===== src/rtl/sap_sequencer.sv =====
// rtl/sap_sequencer.sv - SAP micro-sequencer: variable-length T-states, halt/resume, single-step
module sap_sequencer #(
    parameter int OPW         = 4,
    parameter int VAR_LEN     = 1,
    parameter int HOLD_CYCLES = 1,
    parameter int CNTW        = 16
) (
    input  logic            clk,
    input  logic            rst_n,
    input  logic [OPW-1:0]  opcode,
    input  logic            flag_z,
    input  logic            flag_c,
    input  logic            step_mode,
    input  logic            step,
    input  logic            run,
    output logic [15:0]     ctrl,
    output logic [3:0]      stage,
    output logic            halted,
    output logic            instr_done,
    output logic [CNTW-1:0] icount
);

    typedef enum logic [3:0] {
        ST_T0   = 4'd0,
        ST_T1   = 4'd1,
        ST_T2   = 4'd2,
        ST_T3   = 4'd3,
        ST_T4   = 4'd4,
        ST_T5   = 4'd5,
        ST_IDLE = 4'd6,
        ST_HALT = 4'd7,
        ST_WAIT = 4'd8
    } stage_e;

    localparam logic [3:0] OP_HLT = 4'd0;
    localparam logic [3:0] OP_NOP = 4'd1;
    localparam logic [3:0] OP_ADD = 4'd2;
    localparam logic [3:0] OP_SUB = 4'd3;
    localparam logic [3:0] OP_LDA = 4'd4;
    localparam logic [3:0] OP_OUT = 4'd5;
    localparam logic [3:0] OP_STA = 4'd6;
    localparam logic [3:0] OP_JMP = 4'd7;
    localparam logic [3:0] OP_JZ  = 4'd8;
    localparam logic [3:0] OP_JC  = 4'd9;

    localparam int B_FLAGS_LOAD = 15;
    localparam int B_PC_INC     = 14;
    localparam int B_PC_EN      = 13;
    localparam int B_PC_LOAD    = 12;
    localparam int B_MAR_ADDR_N = 11;
    localparam int B_MAR_MEM_N  = 10;
    localparam int B_RAM_EN_N   = 9;
    localparam int B_RAM_LOAD_N = 8;
    localparam int B_IR_LOAD_N  = 7;
    localparam int B_IR_EN_N    = 6;
    localparam int B_REGA_LD_N  = 5;
    localparam int B_REGA_EN    = 4;
    localparam int B_ADDER_SUB  = 3;
    localparam int B_REGB_EN    = 2;
    localparam int B_REGB_LD_N  = 1;
    localparam int B_OUT_LD_N   = 0;

    localparam logic [15:0] IDLE_WORD = 16'h0FE3;
    localparam int HW = (HOLD_CYCLES > 1) ? $clog2(HOLD_CYCLES) : 1;

    stage_e          stage_q, stage_d;
    logic [HW-1:0]   hold_q, hold_d;
    logic            instr_done_q;
    logic [CNTW-1:0] icount_q;
    logic            run_s_q, run_p_q, step_s_q, step_p_q;
    logic [15:0]     ctrl_q, ctrl_d;
    logic [3:0]      op;
    stage_e          last_stg;
    logic            retire;
    logic            run_rise, step_rise, jump_take;

    // Opcodes with any bit set above the 4-bit field behave as NOP.
    generate
        if (OPW > 4) begin : g_wide_op
            assign op = (|opcode[OPW-1:4]) ? OP_NOP : opcode[3:0];
        end else begin : g_narrow_op
            assign op = opcode[3:0];
        end
    endgenerate

    assign run_rise  = run_s_q & ~run_p_q;
    assign step_rise = step_s_q & ~step_p_q;
    assign jump_take = (op == OP_JMP) || ((op == OP_JZ) && flag_z) || ((op == OP_JC) && flag_c);

    always_comb begin
        last_stg = ST_T5;
        if (VAR_LEN != 0) begin
            case (op)
                OP_LDA:                 last_stg = ST_T4;
                OP_ADD, OP_SUB, OP_STA: last_stg = ST_T5;
                default:                last_stg = ST_T3;
            endcase
        end
        // HLT always retires at T3, even with legacy timing.
        if (op == OP_HLT) begin
            last_stg = ST_T3;
        end
    end

    always_comb begin
        stage_d = stage_q;
        hold_d  = '0;
        retire  = 1'b0;
        case (stage_q)
            ST_T0, ST_T1, ST_T2, ST_T3, ST_T4, ST_T5: begin
                if (stage_q == last_stg) begin
                    retire = 1'b1;
                    if (op == OP_HLT) begin
                        stage_d = ST_HALT;
                    end else if (step_mode) begin
                        stage_d = ST_WAIT;
                    end else begin
                        stage_d = ST_T0;
                    end
                end else begin
                    stage_d = stage_e'(stage_q + 4'd1);
                end
            end
            ST_IDLE: begin
                if (hold_q == HW'(HOLD_CYCLES - 1)) begin
                    stage_d = ST_T0;
                end else begin
                    hold_d = hold_q + 1'b1;
                end
            end
            ST_HALT: begin
                if (run_rise) begin
                    stage_d = ST_T0;
                end
            end
            ST_WAIT: begin
                if (step_rise || !step_mode) begin
                    stage_d = ST_T0;
                end
            end
            default: stage_d = ST_IDLE;
        endcase
    end

    // Edge detectors reset to 1 so a level already high at reset is not an edge.
    always_ff @(posedge clk) begin
        if (!rst_n) begin
            stage_q      <= ST_IDLE;
            hold_q       <= '0;
            instr_done_q <= 1'b0;
            icount_q     <= '0;
            run_s_q      <= 1'b1;
            run_p_q      <= 1'b1;
            step_s_q     <= 1'b1;
            step_p_q     <= 1'b1;
        end else begin
            stage_q      <= stage_d;
            hold_q       <= hold_d;
            instr_done_q <= retire;
            if (retire) begin
                icount_q <= icount_q + 1'b1;
            end
            run_s_q      <= run;
            run_p_q      <= run_s_q;
            step_s_q     <= step;
            step_p_q     <= step_s_q;
        end
    end

    always_comb begin
        ctrl_d = IDLE_WORD;
        case (stage_q)
            ST_T0: begin
                ctrl_d[B_PC_EN]      = 1'b1;
                ctrl_d[B_MAR_ADDR_N] = 1'b0;
            end
            ST_T1: ctrl_d[B_PC_INC] = 1'b1;
            ST_T2: begin
                ctrl_d[B_RAM_EN_N]  = 1'b0;
                ctrl_d[B_IR_LOAD_N] = 1'b0;
            end
            ST_T3: begin
                if ((op == OP_ADD) || (op == OP_SUB) || (op == OP_LDA) || (op == OP_STA)) begin
                    ctrl_d[B_IR_EN_N]    = 1'b0;
                    ctrl_d[B_MAR_ADDR_N] = 1'b0;
                end else if (op == OP_OUT) begin
                    ctrl_d[B_REGA_EN]  = 1'b1;
                    ctrl_d[B_OUT_LD_N] = 1'b0;
                end else if (jump_take) begin
                    ctrl_d[B_IR_EN_N] = 1'b0;
                    ctrl_d[B_PC_LOAD] = 1'b1;
                end
            end
            ST_T4: begin
                if ((op == OP_ADD) || (op == OP_SUB)) begin
                    ctrl_d[B_RAM_EN_N]  = 1'b0;
                    ctrl_d[B_REGB_LD_N] = 1'b0;
                end else if (op == OP_LDA) begin
                    ctrl_d[B_RAM_EN_N]  = 1'b0;
                    ctrl_d[B_REGA_LD_N] = 1'b0;
                end else if (op == OP_STA) begin
                    ctrl_d[B_REGA_EN]   = 1'b1;
                    ctrl_d[B_MAR_MEM_N] = 1'b0;
                end
            end
            ST_T5: begin
                if ((op == OP_ADD) || (op == OP_SUB)) begin
                    ctrl_d[B_REGB_EN]    = 1'b1;
                    ctrl_d[B_REGA_LD_N]  = 1'b0;
                    ctrl_d[B_FLAGS_LOAD] = 1'b1;
                    ctrl_d[B_ADDER_SUB]  = (op == OP_SUB);
                end else if (op == OP_STA) begin
                    ctrl_d[B_RAM_LOAD_N] = 1'b0;
                end
            end
            default: ctrl_d = IDLE_WORD;
        endcase
    end

    // Falling-edge register keeps ctrl stable across the next rising edge.
    always_ff @(negedge clk) begin
        if (!rst_n) begin
            ctrl_q <= IDLE_WORD;
        end else begin
            ctrl_q <= ctrl_d;
        end
    end

    assign ctrl       = ctrl_q;
    assign stage      = stage_q;
    assign halted     = (stage_q == ST_HALT);
    assign instr_done = instr_done_q;
    assign icount     = icount_q;

endmodule

===== config.mk =====
export PLATFORM = sky130hd
export DESIGN_NAME = sap_sequencer
export DESIGN_NICKNAME = d
export VERILOG_FILES = /design/src/rtl/sap_sequencer.sv
export SDC_FILE = /design/constraint.sdc
export NUM_CORES = 1
export LEC_CHECK = 0
export ABC_AREA = 1
export CORE_MARGIN = 3
export CORE_UTILIZATION = 40
export DETAILED_ROUTE_END_ITERATION = 10
export PLACE_DENSITY = 0.69
export SLEW_MARGIN = 10
export SYNTH_ARGS = -nofsm -noshare
export SYNTH_HDL_FRONTEND = slang
export SYNTH_SLANG_ARGS = --single-unit

===== constraint.sdc =====
create_clock -name clk -period 3.7 [get_ports clk]
set_input_delay 0.74 -clock clk [delete_from_list [all_inputs] [get_ports clk]]
set_output_delay 0.74 -clock clk [all_outputs]
set_load 0.1 [all_outputs]

==> impl_metrics.json <==
{
  "status": "complete, no violations",
  "wl_um": 5040,
  "path_depth": 7,
  "end_kind": "register",
  "slew_viol_final": 0,
  "drtAntennaViolNets": 0,
  "r2r-start": "stage[0]",
  "final_common_cell": "nand2_1",
  "worst_slew_pin_slew_ns": 0.979,
  "p_leak_nw": 1.31,
  "clock_skew_ns": 0.0639,
  "grt_usage": 0.173,
  "antenna_found_initial": 0,
  "clkLatencyLatePin_ns": 0.36,
  "netlist_area_mm2": 0.00205,
  "crit_slowest_cell": "clkdlybuf4s50_1",
  "clockBufferDepth": 2,
  "wl_per_cell_um": 11.6,
  "synth-seq-cells": 41,
  "yosysWarningCount": 0,
  "fillers": 440,
  "dp_cells": 411,
  "grt_max_degree": 23,
  "vias": 2053,
  "drive_above_1_share": 0.172,
  "core-area_mm2": 0.00485,
  "syn_avg_cell_area_um2": 7.14,
  "die_area_mm2": 0.00601,
  "place_area_mm2": 0.00285,
  "hold_path.class": "register to register",
  "regArea_um2": 827,
  "final_util": 0.617,
  "crit_chain": "clkdlybuf4s50_1 -> nor2_2 -> nand2_2 -> inv_1 -> nor2_1 -> a211oi_1 -> nand2_1",
  "cpPeakStageDelay_ns": 0.54,
  "num_io_pins": 49,
  "hpwl_um": 3780,
  "grt_pass1_wl_um": 8450,
  "hold_depth": 2,
  "path_buf_inv": 2,
  "drv_cap": 0,
  "portBuffers": 48,
  "clk_pin_slew_ns": 0.08,
  "final_area_mm2": 0.00299,
  "nets": 381,
  "start_util": 0.422,
  "synth_cell_types": 29,
  "r2r-end": "ctrl[5]",
  "cts_made_buffers": 5,
  "crit_type": "input pin to register",
  "htreeDepth": 2,
  "rows": 25,
  "syn_inst": 287,
  "r2r_cells": 7,
  "multi_input_area_mm2": 0.00102,
  "area_growth_pct": 46.1,
  "die_h_um": 77.6,
  "firstDrtPassIters": 4,
  "cts_root_buf": "clkbuf_8",
  "ff2ff_setup_slack_ns": 0.43,
  "layout_common_cells": "68 x nand2_1, 53 x inv_1, 36 x dfxtp_1, 31 x clkdlybuf4s50_1, 26 x nand3_1",
  "cp_top_family": "buffers and inverters",
  "initialDrtViolationCount": 58,
  "cts.sinks": 41,
  "arrival_ns": 1.93,
  "startpoint": "opcode[3]",
  "worstSetupEndpoint": "ctrl[5]",
  "powerDensity_mw_per_mm2": 526,
  "grt_pass1_vias": 1902,
  "setup_viol": 0,
  "cts_tree": "yes",
  "max-vdd-ir-drop_uv": 287,
  "relSlewSlack": 0.345,
  "die_x_um": 77.6,
  "cts_post_setup_buffers_inserted": 0,
  "hold_viol": 0,
  "syn_nets": 303,
  "overflow": 0,
  "gp_congestion": 0.861,
  "final_cells": 433,
  "cp.required_ns": 2.09,
  "ys_seq_area_frac": 0.401,
  "hold_buffers": 0,
  "crit_path_start_kind": "input pin",
  "n_antenna_cell": 0,
  "drc": 0,
  "rsz0062_at_grt": "false",
  "drt-vias-per-instance": 4.74,
  "critPathMaxFanout": 5,
  "ctsResizeCount": 0
}
worst min-delay path by stage:
stage / start / end / slack, ns
after floorplan: run_s_q / run_p_q / 0.39
after global placement: run_s_q / run_p_q / 0.40
after detailed placement: step_s_q / step_p_q / 0.40
after CTS: step_s_q / step_p_q / 0.42
after global routing: step_s_q / step_p_q / 0.45
final: run_s_q / run_p_q / 0.42
final cells by class:
cell class | instances | area share
clock buffers | 5 | 0.0230
clock inverters | 18 | 0.0263
inverters | 40 | 0.0502
multi-input cells | 198 | 0.343
flip-flops and latches | 41 | 0.276
well taps | 67 | 0.0280
repair buffers | 64 | 0.253
report_power, final:
group | leakage, nW | switching, mW | internal [mW]
Combinational | 0.863 | 0.488 | 0.211
Sequential | 0.334 | 0.0400 | 0.479
Clock | 0.116 | 0.202 | 0.153
Total | 1.31 | 0.730 | 0.843
flip-flops by register name (all words and copies together), names as in the netlist:
name	flops
icount	16
ctrl	15
stage	4
hold_q	1
instr_done	1
run_p_q	1
run_s_q	1
step_p_q	1
step_s_q	1
worst register-to-register path: stages (launching register included):
cell,delay (ns)
dfxtp_2,0.36
inv_1,0.15
ha_1,0.22
inv_1,0.10
nor2_4,0.17
nor2_1,0.09
a211oi_1,0.21
nand2_1,0.07
cell families after synthesis:
kind of cell	after synthesis	share of synthesized area
xor+xnor	11	0.0470
fa+ha+maj	5	0.0305
buf+inv	48	0.0990
compound gates	33	0.0916
other cells	1	0.00183
flops	41	0.401
simple gates	148	0.329
Yosys cell counts:
master    instances  area share
a211oi_1          1      0.0037
a21oi_1          17       0.042
a21oi_4           1      0.0079
buf_4             2      0.0073
buf_6             2       0.011
clkbuf_1          3      0.0055
conb_1            1      0.0018
dfxtp_1          41        0.40
ha_1              5       0.031
inv_1            39       0.071
inv_2             2      0.0037
nand2_1          68        0.12
nand2_2           4       0.012
nand3_1          26       0.064
nand3_2           2      0.0098
nand3_4           1      0.0086
nand4_1           2      0.0061
nor2_1           24       0.044
nor2_2            2      0.0061
nor2_4            2       0.011
nor3_1           14       0.034
nor4_1            1      0.0031
o211ai_1          2      0.0073
o21ai_0          10       0.024
o21ai_1           1      0.0024
o21ai_2           1      0.0043
or2_2             2      0.0061
xnor2_1           3       0.013
xor2_1            8       0.034
per-layer routing:
layer | GRT usage | vias up | wire [µm]
met5 | 0 | - | 0
met3 | 0.0348 | 8 | 242
met4 | 0.0765 | 0 | 90
li1 | - | 1066 | -
met2 | 0.294 | 53 | 2370
met1 | 0.210 | 926 | 2340
metrics by stage:
step	setup slack, ns	total power, mW	TNS [ns]	hold WS [ns]
2_1_floorplan	0.0882	1.07	0	0.389
3_3_place_gp	-0.135	1.24	-0.597	0.399
3_5_place_dp	-0.195	1.25	-1.06	0.403
4_1_cts	0.159	1.58	0	0.423
5_1_grt	0.0534	1.66	0	0.451
6_report	0.156	1.57	0	0.422
Note: power is estimated with default switching activity, not from simulation.
==> variant 1, RTL diff (same settings) <==
Set the parameter `CNTW` to 17 (it was 16).
--- a/src/rtl/sap_sequencer.sv
+++ b/src/rtl/sap_sequencer.sv
@@ -4,5 +4,5 @@
     parameter int VAR_LEN     = 1,
     parameter int HOLD_CYCLES = 1,
-    parameter int CNTW        = 16
+    parameter int CNTW        = 17
 ) (
     input  logic            clk,
Ports: changed (resized icount); port bits go from 49 to 50. The function was not compared with the original's and may differ.
==> variant 1 against the unedited design <==
Non-clock buffer count shrank 2. Sequential cell count rose by 1. Combinational power up 0.7%. Cell area is 3.3% higher. Worst setup slack better by 0.040 ns. Critical path depth decreased by 6. Synthesized cell count stayed put. Area after synthesis grew 5.2%. Sequential share of layout area is 0.29 points lower. Core utilization shrank 1.9 points. Wire length decreased by 1.2%. Total power rose by 4.1%. Sequential power increased by 4.4%. Critical path type is now reg -> out.
==> variant 1: results (changes against the unedited design) <==
| Metric | Value |
|---|---|
| Maximum vdd drop | 0.000256 V (-11%) |
| Detailed-placement wirelength estimate | 3820 microns (+1.1%) |
| Ys async rst share | 0 (unchanged) |
| Routed wire length | 4980 microns (-1.2%) |
| Max-cap violations | 0 (unchanged) |
| Routability congestion estimate | 0.897 (+4.2%) |
| Reg2Reg Depth | 5 (-2) |
| DRT iter0 DRCs | 45 (-22%) |
| Worst Max-Slew Pin Slew | 0.982 ns (+0.00339 ns) |
| YS warnings | 0 (unchanged) |
| Max reg flops | 17 (+1) |
| Fraction of layout cells with a size suffix above 1 | 0.214 (+0.0422) |
| H-tree level count | 2 (unchanged) |
| Flop2flop setup slack | 0.57 ns (+0.14 ns) |
| 1st-pass router iterations | 4 (unchanged) |
| Nets@finish | 379 (-0.52%) |
| Post-CTS Setup Inserts | 0 (unchanged) |
| Outcome | finished, final reports clean |
| Setup WS post-layout | 0.196 ns (+0.0404 ns) |
| Fin Hold WS | 0.415 ns (-0.00690 ns) |
| Largest net degree at the start of global routing | 24 (+4.3%) |
| Post-Place Setup Slack | -0.137 ns (+0.0581 ns) |
| Predominant post-synthesis flop cell | dfxtp_1 |
| Endpoints failing setup | 0 (unchanged) |
| Dominant cells by area after synthesis | dfxtp_1, nand2_1, nand3_1, nor2_1, inv_1 |
| Number of enable flip-flop cells after synthesis | 0 (unchanged) |
| Crit path capture | ctrl[11] |
| CTS buffer count | 5 (unchanged) |
| HP Class | reg -> reg |
| Total track usage | 0.165 (-0.00758) |
| Crit-path max FO | 1 (-4) |
| Initial antenna violation count | 0 (unchanged) |
| Critical Path Max Stage Delay | 0.38 ns (-0.16 ns) |
| Sequential element share of the synthesized area | 0.390 (-0.0105) |
| Via density | 4.68 (-1.3%) |
| First-pass GRT wire length | 8350 microns (-1.2%) |
| Mapped Nets | 303 (unchanged) |
| Reg-to-Reg Start | stage[0] |
| Worst Path Arrival | 2.76 ns (+0.83 ns) |
| Crit path max-delay family | flip-flops |
| Antenna cells | 0 (unchanged) |
| CTS resizes | 0 (unchanged) |
| Library cells used by synthesis | 33 (+14%) |
| Slowest CP cell | dfxtp_1 |
| Root buf cell | clkbuf_8 |
| Clock buffer depth | 2 (unchanged) |
| Worst Setup SP | ctrl[11] |
| Setup Skew | 0.0663 ns (+0.00237 ns) |
| Buffers on Ports | 49 (+2.1%) |
| Leakage | 0.00133 uW (+1.3%) |
| RR Endpoint | ctrl[11] |
| Final Hold Fails | 0 (unchanged) |
| Top cells by count, synth | nand2_1, dfxtp_1, nor2_1 |
| Vias in the first global route | 1860 (-2.2%) |
| Clock Pin Slew Worst Setup and Hold Paths | 0.08 ns (about the same) |
variant 1: stage by stage:
step | instance area [sq um] | instances | utilization
2_1_floorplan | 2160 | 287 | -
3_3_place_gp | 2940 | 412 | 0.567
3_5_place_dp | 2940 | 412 | 0.567
4_1_cts | 3090 | 434 | 0.598
5_1_grt | 3090 | 434 | 0.598
6_report | 3090 | 434 | 0.598
variant 1: routing by layer:
layer / vias up / share of wire / global-route usage
li1: 1064 / - / -
met1: 914 / 0.48 / 0.211
met2: 45 / 0.47 / 0.264
met3: 7 / 0.045 / 0.0429
met4: 0 / 0.012 / 0.0653
met5: - / 0 / 0
variant 1: worst min-delay path by stage:
stage | start | end | slack [ns] | depth (start not counted)
after detailed placement | run_s_q | run_p_q | 0.40 | 2
after global placement | run_s_q | run_p_q | 0.40 | 2
final | run_s_q | run_p_q | 0.41 | 2
after CTS | run_s_q | run_p_q | 0.42 | 2
after floorplan | run_s_q | run_p_q | 0.39 | 2
after global routing | run_s_q | run_p_q | 0.44 | 2
variant 1: where the power goes:
| part | total [uW] | internal, uW | switching, uW |
|---|---|---|---|
| clock network | 392 | 193 | 198 |
| logic | 704 | 211 | 493 |
| registers | 542 | 491 | 51.1 |
variant 1: area by class of cell:
type	instances	area, sq um
fillers	443	2080
multi-input cells	209	1140
flip-flops and latches	42	846
repair buffers	62	746
inverters	28	110
clock buffers	6	93.8
well taps	70	87.6
clock inverters	17	66.3
variant 1: cell families (layout without fill, tap and decap cells):
kind of cell / Yosys count / after routing / synth area share
AND/OR/NAND/NOR: 153 / 153 / 0.328
flip-flops: 42 / 42 / 0.390
buffers and inverters: 36 / 113 / 0.0796
AO/OA/AOI/OAI: 34 / 34 / 0.106
XOR/XNOR: 16 / 16 / 0.0650
adder cells (fa/ha/maj): 5 / 5 / 0.0290
other: 1 / 1 / 0.00174
==> variant 2, RTL diff (config.mk and constraints unchanged) <==
Without the edit above. Register the inputs `opcode`, `flag_z`, `flag_c`, `step_mode`, `step` and `run` before use, cleared by the reset. The logic sees them one clock later.
--- a/src/rtl/sap_sequencer.sv
+++ b/src/rtl/sap_sequencer.sv
@@ -64,4 +64,29 @@
     localparam int HW = (HOLD_CYCLES > 1) ? $clog2(HOLD_CYCLES) : 1;
 
+    logic [OPW-1:0] opcode_q;
+    logic flag_z_q;
+    logic flag_c_q;
+    logic step_mode_q;
+    logic step_q;
+    logic run_q;
+
+    always_ff @(posedge clk) begin
+        if (!rst_n) begin
+            opcode_q    <= '0;
+            flag_z_q    <= '0;
+            flag_c_q    <= '0;
+            step_mode_q <= '0;
+            step_q      <= '0;
+            run_q       <= '0;
+        end else begin
+            opcode_q    <= opcode;
+            flag_z_q    <= flag_z;
+            flag_c_q    <= flag_c;
+            step_mode_q <= step_mode;
+            step_q      <= step;
+            run_q       <= run;
+        end
+    end
+
     stage_e          stage_q, stage_d;
     logic [HW-1:0]   hold_q, hold_d;
@@ -78,7 +103,7 @@
     generate
         if (OPW > 4) begin : g_wide_op
-            assign op = (|opcode[OPW-1:4]) ? OP_NOP : opcode[3:0];
+            assign op = (|opcode_q[OPW-1:4]) ? OP_NOP : opcode_q[3:0];
         end else begin : g_narrow_op
-            assign op = opcode[3:0];
+            assign op = opcode_q[3:0];
         end
     endgenerate
@@ -86,5 +111,5 @@
     assign run_rise  = run_s_q & ~run_p_q;
     assign step_rise = step_s_q & ~step_p_q;
-    assign jump_take = (op == OP_JMP) || ((op == OP_JZ) && flag_z) || ((op == OP_JC) && flag_c);
+    assign jump_take = (op == OP_JMP) || ((op == OP_JZ) && flag_z_q) || ((op == OP_JC) && flag_c_q);
 
     always_comb begin
@@ -113,5 +138,5 @@
                     if (op == OP_HLT) begin
                         stage_d = ST_HALT;
-                    end else if (step_mode) begin
+                    end else if (step_mode_q) begin
                         stage_d = ST_WAIT;
                     end else begin
@@ -135,5 +160,5 @@
             end
             ST_WAIT: begin
-                if (step_rise || !step_mode) begin
+                if (step_rise || !step_mode_q) begin
                     stage_d = ST_T0;
                 end
@@ -161,7 +186,7 @@
                 icount_q <= icount_q + 1'b1;
             end
-            run_s_q      <= run;
+            run_s_q      <= run_q;
             run_p_q      <= run_s_q;
-            step_s_q     <= step;
+            step_s_q     <= step_q;
             step_p_q     <= step_s_q;
         end
Check against the original RTL: not checked (the comparison handles one clock edge and no latches or derived clocks); the edit may change what the design does.
==> variant 2 against the unedited design <==
Total power is 1.2% higher. Area after synthesis is 15% higher. Clock power is 6.7% higher. Non-clock buffer count is 12 lower. Critical endpoint is now ctrl[11]. Sequential cell count is 9 higher. Largest power group is now registers. Cell area is 7.2% higher. Wire length is 7.1% higher. Worst setup slack better by 0.017 ns.
==> variant 2: results (changes against the unedited design) <==
| Metric | Value |
|---|---|
| Outcome | finished, final reports clean |
| Worst Max-Slew Pin Slew | 0.976 ns (-0.00288 ns) |
| Top cells by count, synth | nand2_1, dfxtp_1, inv_1 |
| Setup Skew | 0.0686 ns (+0.00466 ns) |
| Post-Place Setup Slack | -0.0286 ns (+0.167 ns) |
| Library cells used by synthesis | 31 (+6.9%) |
| Critical Path Max Stage Delay | 0.37 ns (-0.17 ns) |
| WL per Instance | 12.0 microns (+3.3%) |
| Post-Syn Instances | 312 (+8.7%) |
| Fraction of layout cells with a size suffix above 1 | 0.194 (+0.0215) |
| Routability congestion estimate | 0.952 (+11%) |
| DRT iter0 DRCs | 148 (+160%) |
| Nets@finish | 392 (+2.9%) |
| Switching Share | 0.431 (-0.0331) |
| Multi-input logic area | 0.00117 sq mm (+15%) |
| Vias in the first global route | 2075 (+9.1%) |
| Slowest CP cell | dfxtp_1 |
| Maximum vdd drop | 0.000482 V (+68%) |
| Crit-path max FO | 1 (-4) |
| First-pass GRT wire length | 9210 microns (+9.0%) |
| Final std cells w/o fill | 449 (+3.7%) |
| Via density | 4.87 (+2.6%) |
| Leakage | 0.00139 uW (+5.7%) |
| Detailed-placement wirelength estimate | 4080 microns (+8.0%) |
| Placed insts | 427 (+3.9%) |
## variant 2: changes by cell type after synthesis, moves of 4 or more
cell / change
a21oi_1: -8
a21oi_2: +10
dfxtp_1: +9
inv_1: -8
nand2_1: +9
nand2_2: +11
nand3_1: -5
nand4_1: +7
nor2_1: +5
nor3_1: -9
o21ai_0: -4
## variant 2: final timing paths
| kind | startpoint | endpoint | slack, ns | cells after the start |
|---|---|---|---|---|
| setup / recovery | ctrl[11] | ctrl[11] | 0.17 | 1 |
| hold / removal | run_q | run_s_q | 0.42 | 1 |
| hold reg to reg | run_q | run_s_q | 0.42 | 1 |
| setup reg to reg | stage[0] | ctrl[5] | 0.53 | 6 |
## variant 2: layer usage
metal	global-route usage	share of wire	wire [microns]
met2	0.262	0.47	2520
met5	0	0	0
met1	0.209	0.46	2480
met3	0.0288	0.064	348
met4	0.0490	0.0098	53
## variant 2: cell families after synthesis
kind of cell             share of synthesized area
adder cells (fa/ha/maj)                     0.0265
flip-flops                                   0.424
AO/OA/AOI/OAI                               0.0853
buffers and inverters                       0.0789
XOR/XNOR                                    0.0482
AND/OR/NAND/NOR                              0.336
other                                      0.00159
## variant 2: cell type report
| cell class | instances | share of cell area |
|---|---|---|
| clock buffer | 5 | 0.0215 |
| clock inverter | 18 | 0.0242 |
| inverter | 33 | 0.0394 |
| multi-input combinational | 219 | 0.366 |
| sequential | 50 | 0.313 |
| tap | 72 | 0.0281 |
| timing repair buffer | 52 | 0.207 |
## variant 2: power groups by stage
stage / combinational [uW] / sequential, uW / clock [uW]
floorplan: 264 / 801 / 26.5
global placement: 584 / 633 / 26.5
detailed placement: 588 / 634 / 26.5
CTS: 590 / 623 / 388
global route: 633 / 627 / 425
finish: 590 / 623 / 380
